**src/rtl/qspim_wb_reg_bridge.sv**
```systemverilog
// Wishbone classic slave to held register-bus request bridge.
// Both sides are registered; responses are single-cycle ack or err pulses.
module qspim_wb_reg_bridge #(
  parameter int unsigned AW      = 24,
  parameter int unsigned TO_W    = 8,
  parameter int unsigned TIMEOUT = 200
) (
  input  logic          wb_clk_i,
  input  logic          wb_rst_i,
  input  logic          wbs_cyc_i,
  input  logic          wbs_stb_i,
  input  logic [31:0]   wbs_adr_i,
  input  logic          wbs_we_i,
  input  logic [3:0]    wbs_sel_i,
  input  logic [31:0]   wbs_dat_i,
  output logic [31:0]   wbs_dat_o,
  output logic          wbs_ack_o,
  output logic          wbs_err_o,
  output logic          reg_cs,
  output logic          reg_wr,
  output logic [AW-1:0] reg_addr,
  output logic [3:0]    reg_be,
  output logic [31:0]   reg_wdata,
  input  logic [31:0]   reg_rdata,
  input  logic          reg_ack
);

  typedef enum logic [1:0] {StIdle, StReq, StResp} state_e;

  localparam logic [TO_W-1:0] TimeoutLast = TO_W'(TIMEOUT - 1);

  state_e          state_q, state_d;
  logic [TO_W-1:0] cnt_q, cnt_d;
  logic [31:0]     dat_q, dat_d;
  logic            ack_q, ack_d;
  logic            err_q, err_d;
  logic            cs_q, cs_d;
  logic            wr_q, wr_d;
  logic [AW-1:0]   addr_q, addr_d;
  logic [3:0]      be_q, be_d;
  logic [31:0]     wdata_q, wdata_d;
  logic            adr_ok;

  // Any set bit above the register address window is out of range.
  assign adr_ok = (wbs_adr_i >> AW) == 32'd0;

  always_comb begin
    state_d = state_q;
    cnt_d   = cnt_q;
    dat_d   = dat_q;
    ack_d   = 1'b0;
    err_d   = 1'b0;
    cs_d    = cs_q;
    wr_d    = wr_q;
    addr_d  = addr_q;
    be_d    = be_q;
    wdata_d = wdata_q;
    unique case (state_q)
      StIdle: begin
        if (wbs_cyc_i && wbs_stb_i) begin
          if (adr_ok) begin
            addr_d  = wbs_adr_i[AW-1:0];
            wr_d    = wbs_we_i;
            be_d    = wbs_sel_i;
            wdata_d = wbs_dat_i;
            cs_d    = 1'b1;
            cnt_d   = '0;
            state_d = StReq;
          end else begin
            err_d   = 1'b1;
            dat_d   = 32'd0;
            state_d = StResp;
          end
        end
      end
      StReq: begin
        if (!wbs_cyc_i) begin
          // Master abandoned the cycle: drop the request silently.
          cs_d    = 1'b0;
          state_d = StIdle;
        end else if (reg_ack) begin
          cs_d    = 1'b0;
          ack_d   = 1'b1;
          dat_d   = wr_q ? 32'd0 : reg_rdata;
          state_d = StResp;
        end else if (cnt_q == TimeoutLast) begin
          cs_d    = 1'b0;
          err_d   = 1'b1;
          dat_d   = 32'd0;
          state_d = StResp;
        end else begin
          cnt_d = cnt_q + TO_W'(1);
        end
      end
      StResp: begin
        state_d = StIdle;
      end
      default: begin
        state_d = StIdle;
      end
    endcase
  end

  always_ff @(posedge wb_clk_i) begin
    if (wb_rst_i) begin
      state_q <= StIdle;
      cnt_q   <= '0;
      dat_q   <= '0;
      ack_q   <= 1'b0;
      err_q   <= 1'b0;
      cs_q    <= 1'b0;
      wr_q    <= 1'b0;
      addr_q  <= '0;
      be_q    <= '0;
      wdata_q <= '0;
    end else begin
      state_q <= state_d;
      cnt_q   <= cnt_d;
      dat_q   <= dat_d;
      ack_q   <= ack_d;
      err_q   <= err_d;
      cs_q    <= cs_d;
      wr_q    <= wr_d;
      addr_q  <= addr_d;
      be_q    <= be_d;
      wdata_q <= wdata_d;
    end
  end

  assign wbs_dat_o = dat_q;
  assign wbs_ack_o = ack_q;
  assign wbs_err_o = err_q;
  assign reg_cs    = cs_q;
  assign reg_wr    = wr_q;
  assign reg_addr  = addr_q;
  assign reg_be    = be_q;
  assign reg_wdata = wdata_q;

endmodule

```
**config.mk**
```make
export PLATFORM = sky130hd
export DESIGN_NAME = qspim_wb_reg_bridge
export DESIGN_NICKNAME = d
export VERILOG_FILES = /design/src/rtl/qspim_wb_reg_bridge.sv
export SDC_FILE = /design/constraint.sdc
export NUM_CORES = 1
export LEC_CHECK = 0
export BUFFER_PORTS_ARGS = -buffer_cell sky130_fd_sc_hd__buf_2
export CAP_MARGIN = 20
export CORE_ASPECT_RATIO = 0.6
export CORE_UTILIZATION = 43
export DETAILED_ROUTE_END_ITERATION = 8
export GPL_TIMING_DRIVEN = 0
export PLACE_DENSITY = 0.77
export RECOVER_POWER = 100
export SLEW_MARGIN = 20
export SYNTH_ARGS = -nofsm -noshare
export SYNTH_HDL_FRONTEND = slang
export SYNTH_SLANG_ARGS = --single-unit
```
**constraint.sdc**
```tcl
create_clock -name wb_clk_i -period 1.7 [get_ports wb_clk_i]
set_clock_uncertainty 0.2 [all_clocks]
set_input_delay 0.255 -clock wb_clk_i [delete_from_list [all_inputs] [get_ports wb_clk_i]]
set_output_delay 0.255 -clock wb_clk_i [all_outputs]
set_load 0.02 [all_outputs]
```
==> results.tsv <==
stage	metric	value	unit
status	status	finished with violations	
status	violations	negative setup slack	
clock_tree	tritoncts	yes	
die	die_y	82.8	um
clock_tree	cts_buffers	9	
critical_path	crit_chain	ha_4 > and4b_4 > a211oi_4 > buf_4 > buf_8 > nor3_2 > a211oi_2	
sta	max_slew_margin	53.5	%
global_routing	grt.total_usage	26.9	%
die	ioPinCount	202	
critical_path	reg2reg_depth	7	
clock_tree	cts_root_buf	clkbuf_16	
clock_tree	clock_path_buffers	2	
synthesis	syn_avg_cell_area	8.72	um^2
clock_tree	clkSlewWorstSetupHoldPaths	0.07	ns
route	dr.first_iter.drc_count	292	
clock_tree	insertion_delay	0.34	ns
global_routing	antenna_found_initial	0	
critical_path	end_kind	flip-flop	
final_layout	most-common-layout-cells	nand2_1 (126), buf_2 (112), clkbuf_1 (102), dfxtp_1 (98), a21oi_1 (68)	
critical_path	crit_type	flip-flop to flip-flop	
route	drt_first_pass_iters	5	
critical_path	cpLargestDelayFamily	compound AO/OA/AOI/OAI gates	
final_layout	nets	931	
synthesis	synthAdderAreaFrac	0.267	%
worst_hold_path	hold_end	state_q[1]$_SDFFE_PP0P_	
route	via_per_inst	5.33	
critical_path	r2r_setup_slack	-0.11	ns
sta	rsz0062_at_grt	yes	
synthesis	synth-simple-area-share	29.9	%
job	cap_violations	0	
placement	dp_hpwl	10.1	mm
synthesis	synth_mux_area_share	0	%
critical_path	reg2reg_to	wbs_dat_o[18]$_SDFFE_PP0P_	
synthesis	synth_edf_count	0	
final_layout	layout_commonest_cell	nand2_1	
critical_path	cp_num_buf_inv	2	
placement	place.gp.congestion	0.805	
die	placement_rows	29	
synthesis	yosysWarnings	0	
sta	period_share	107	%
worst_hold_path	hold_depth	3	
synthesis	synth_nets	644	
placement	dpl_cell_area	0.00590	mm^2
sta	final.setup.worst_slack	-0.113	ns
sta	hold_viol	0	
final_layout	n_antenna_cell	0	
synthesis	netlist_area	0.00468	mm^2
final_layout	fin_area	0.00738	mm^2
die	initial_utilization	44.2	%
power	power_leakage	2.62	nW
sta	fmax	551	MHz
die	dieWidth	137	um
synthesis	synthCells	537	
global_routing	grt_max_degree	18	
route	totalWireLength	15.8	mm
power	fin_total_pwr	0.00516	W
route	drc	0	
critical_path	slowest_stage	dfxtp_4	
global_routing	grt_pass1_wl	24.3	mm
critical_path	start_kind	flip-flop	
synthesis	seq_area_frac_synth	45.3	%
die	core-area	0.0106	mm^2
sta	tns	-2.52	ns
sta	setup_viol	34	
synthesis	synth_flop_cell	dfxtp_1	
critical_path	cpPeakStageDelay	0.36	ns
power	vdd_ir_drop_max	0.000469	V
critical_path	cp_max_fo	5	
route	vias	5155	
sta	final_max_slew_viol_count	0	
worst_hold_path	hold_path.startpoint	wbs_stb_i	
global_routing	grt_pass1_vias	5000	
power	power.density	699	mW/mm^2
final_layout	area_growth_syn_to_layout	57.6	%
sta	worstMarginPinSlew	0.697	ns
final_layout	fin_util	69.7	%
synthesis	async_flop_share	0	%
clock_tree	cts-htree-levels	3	
route	ant_nets	0	
route	routedWlPerCell	16.3	um
critical_path	r2r-start	cnt_q[0]$_SDFFE_PP0P_	
clock_tree	cts.sinks	106	
die	die_area	0.0113	mm^2
global_routing	overflow	0	
synthesis	synth_compound_gate_area_share	18.5	%
placement	numPortBuffers	201	
critical_path	cp_data_arrival_time	1.87	ns
synthesis	synth-seq-cells	106	
critical_path	cp.required	1.76	ns
worst_hold_path	worst_hold_path_type	input port to flip-flop	
synthesis	synth-xor-area-share	0	%
synthesis	synth_top_family_by_area	simple AND/OR/NAND/NOR gates	
final_layout	drive_gt1_share	34.7	%
sta	finalCriticalPeriod	1.81	ns
synthesis	ys_types	44	
-- Yosys cell counts (2+ instances only) --
cell | count | share of area (%)
nand2_1 | 128 | 10
dfxtp_1 | 106 | 45
a21oi_1 | 69 | 7.4
nor2_1 | 37 | 3.0
a211oi_2 | 29 | 7.7
nor3_2 | 29 | 6.2
nor4b_1 | 26 | 4.9
buf_2 | 16 | 1.7
clkbuf_1 | 16 | 1.3
inv_1 | 8 | 0.64
nor4_1 | 8 | 1.1
buf_4 | 7 | 1.1
nand3_1 | 6 | 0.64
nor3_1 | 6 | 0.64
a211oi_1 | 4 | 0.64
buf_6 | 4 | 0.96
nand2b_1 | 4 | 0.53
o21ai_0 | 4 | 0.43
a311oi_1 | 3 | 0.56
nor2b_1 | 2 | 0.27
or4_1 | 2 | 0.32
-- cell type report --
class / instances / area [um^2]
Buffer: 45 / 349
Clock buffer: 10 / 229
Clock inverter: 6 / 65.1
Fill cell: 863 / 3220
Inverter: 8 / 30.0
Multi-Input combinational cell: 378 / 2780
Sequential cell: 106 / 2130
Tap cell: 139 / 174
Timing Repair Buffer: 276 / 1620
-- logic make-up after synthesis --
logic type / count (synthesis)
buffers and inverters: 53
AOI/OAI and AO/OA: 118
DFF: 106
adders and majority gates: 1
and+or+nand+nor: 259
-- worst min-delay path, cell delays in order --
cell	delay [ns]
buf_2	0.11
o21ai_2	0.12
a2111oi_4	0.08
-- per-layer routing --
metal	part of all wire (%)	track usage, %
met5	0	0
met3	4.0	4.33
met2	48	44.0
met1	45	35.8
met4	2.6	9.80
-- metrics by stage --
stage	instances	worst slack [ns]	hold WS, ns
global route	968	-0.171	0.0693
floorplan	537	-0.00661	0.173
global placement	877	-0.564	0.239
detailed placement	877	-0.639	0.243
CTS	963	-0.109	0.0617
finish	968	-0.113	0.0742
-- where the power goes --
group          internal [W]  total (W)  switching, W
combinational      0.000287   0.000562      0.000276
clock               0.00115    0.00211      0.000960
sequential          0.00248    0.00248    0.00000257
total               0.00392    0.00516       0.00124
-- worst max path at each step --
stage | startpoint | end | slack, ns | cells past startpoint
3_5_place_dp | wbs_adr_i[25] | reg_be[1]$_SDFFE_PP0P_ | -0.64 | 7
6_report | cnt_q[0]$_SDFFE_PP0P_ | wbs_dat_o[18]$_SDFFE_PP0P_ | -0.11 | 7
3_3_place_gp | wbs_adr_i[25] | reg_wdata[7]$_SDFFE_PP0P_ | -0.56 | 7
4_1_cts | state_q[1]$_SDFFE_PP0P_ | wbs_dat_o[24]$_SDFFE_PP0P_ | -0.11 | 5
5_1_grt | cnt_q[0]$_SDFFE_PP0P_ | wbs_dat_o[16]$_SDFFE_PP0P_ | -0.17 | 7
2_1_floorplan | cnt_q[1]$_SDFFE_PP0P_ | cnt_q[7]$_SDFFE_PP0P_ | -0.007 | 5
-- state kept, by name, summed over array words and instances (netlist names) --
register	flops
cnt_q	8
reg_addr	24
reg_be	4
reg_cs	1
reg_wdata	32
reg_wr	1
state_q	2
wbs_ack_o	1
wbs_dat_o	32
wbs_err_o	1
-- what timing repair did --
action / 4_1_cts / 5_1_grt
setup buffers: 7 / 5
hold endpoints to repair: 62 / 0
resized for setup: 56 / 69
endpoints found under the setup margin: 90 / 101
gates cloned: 1 / 1
pin swaps: 8 / 5
hold buffers: 62 / 0
(Power assumes the default switching activity.)
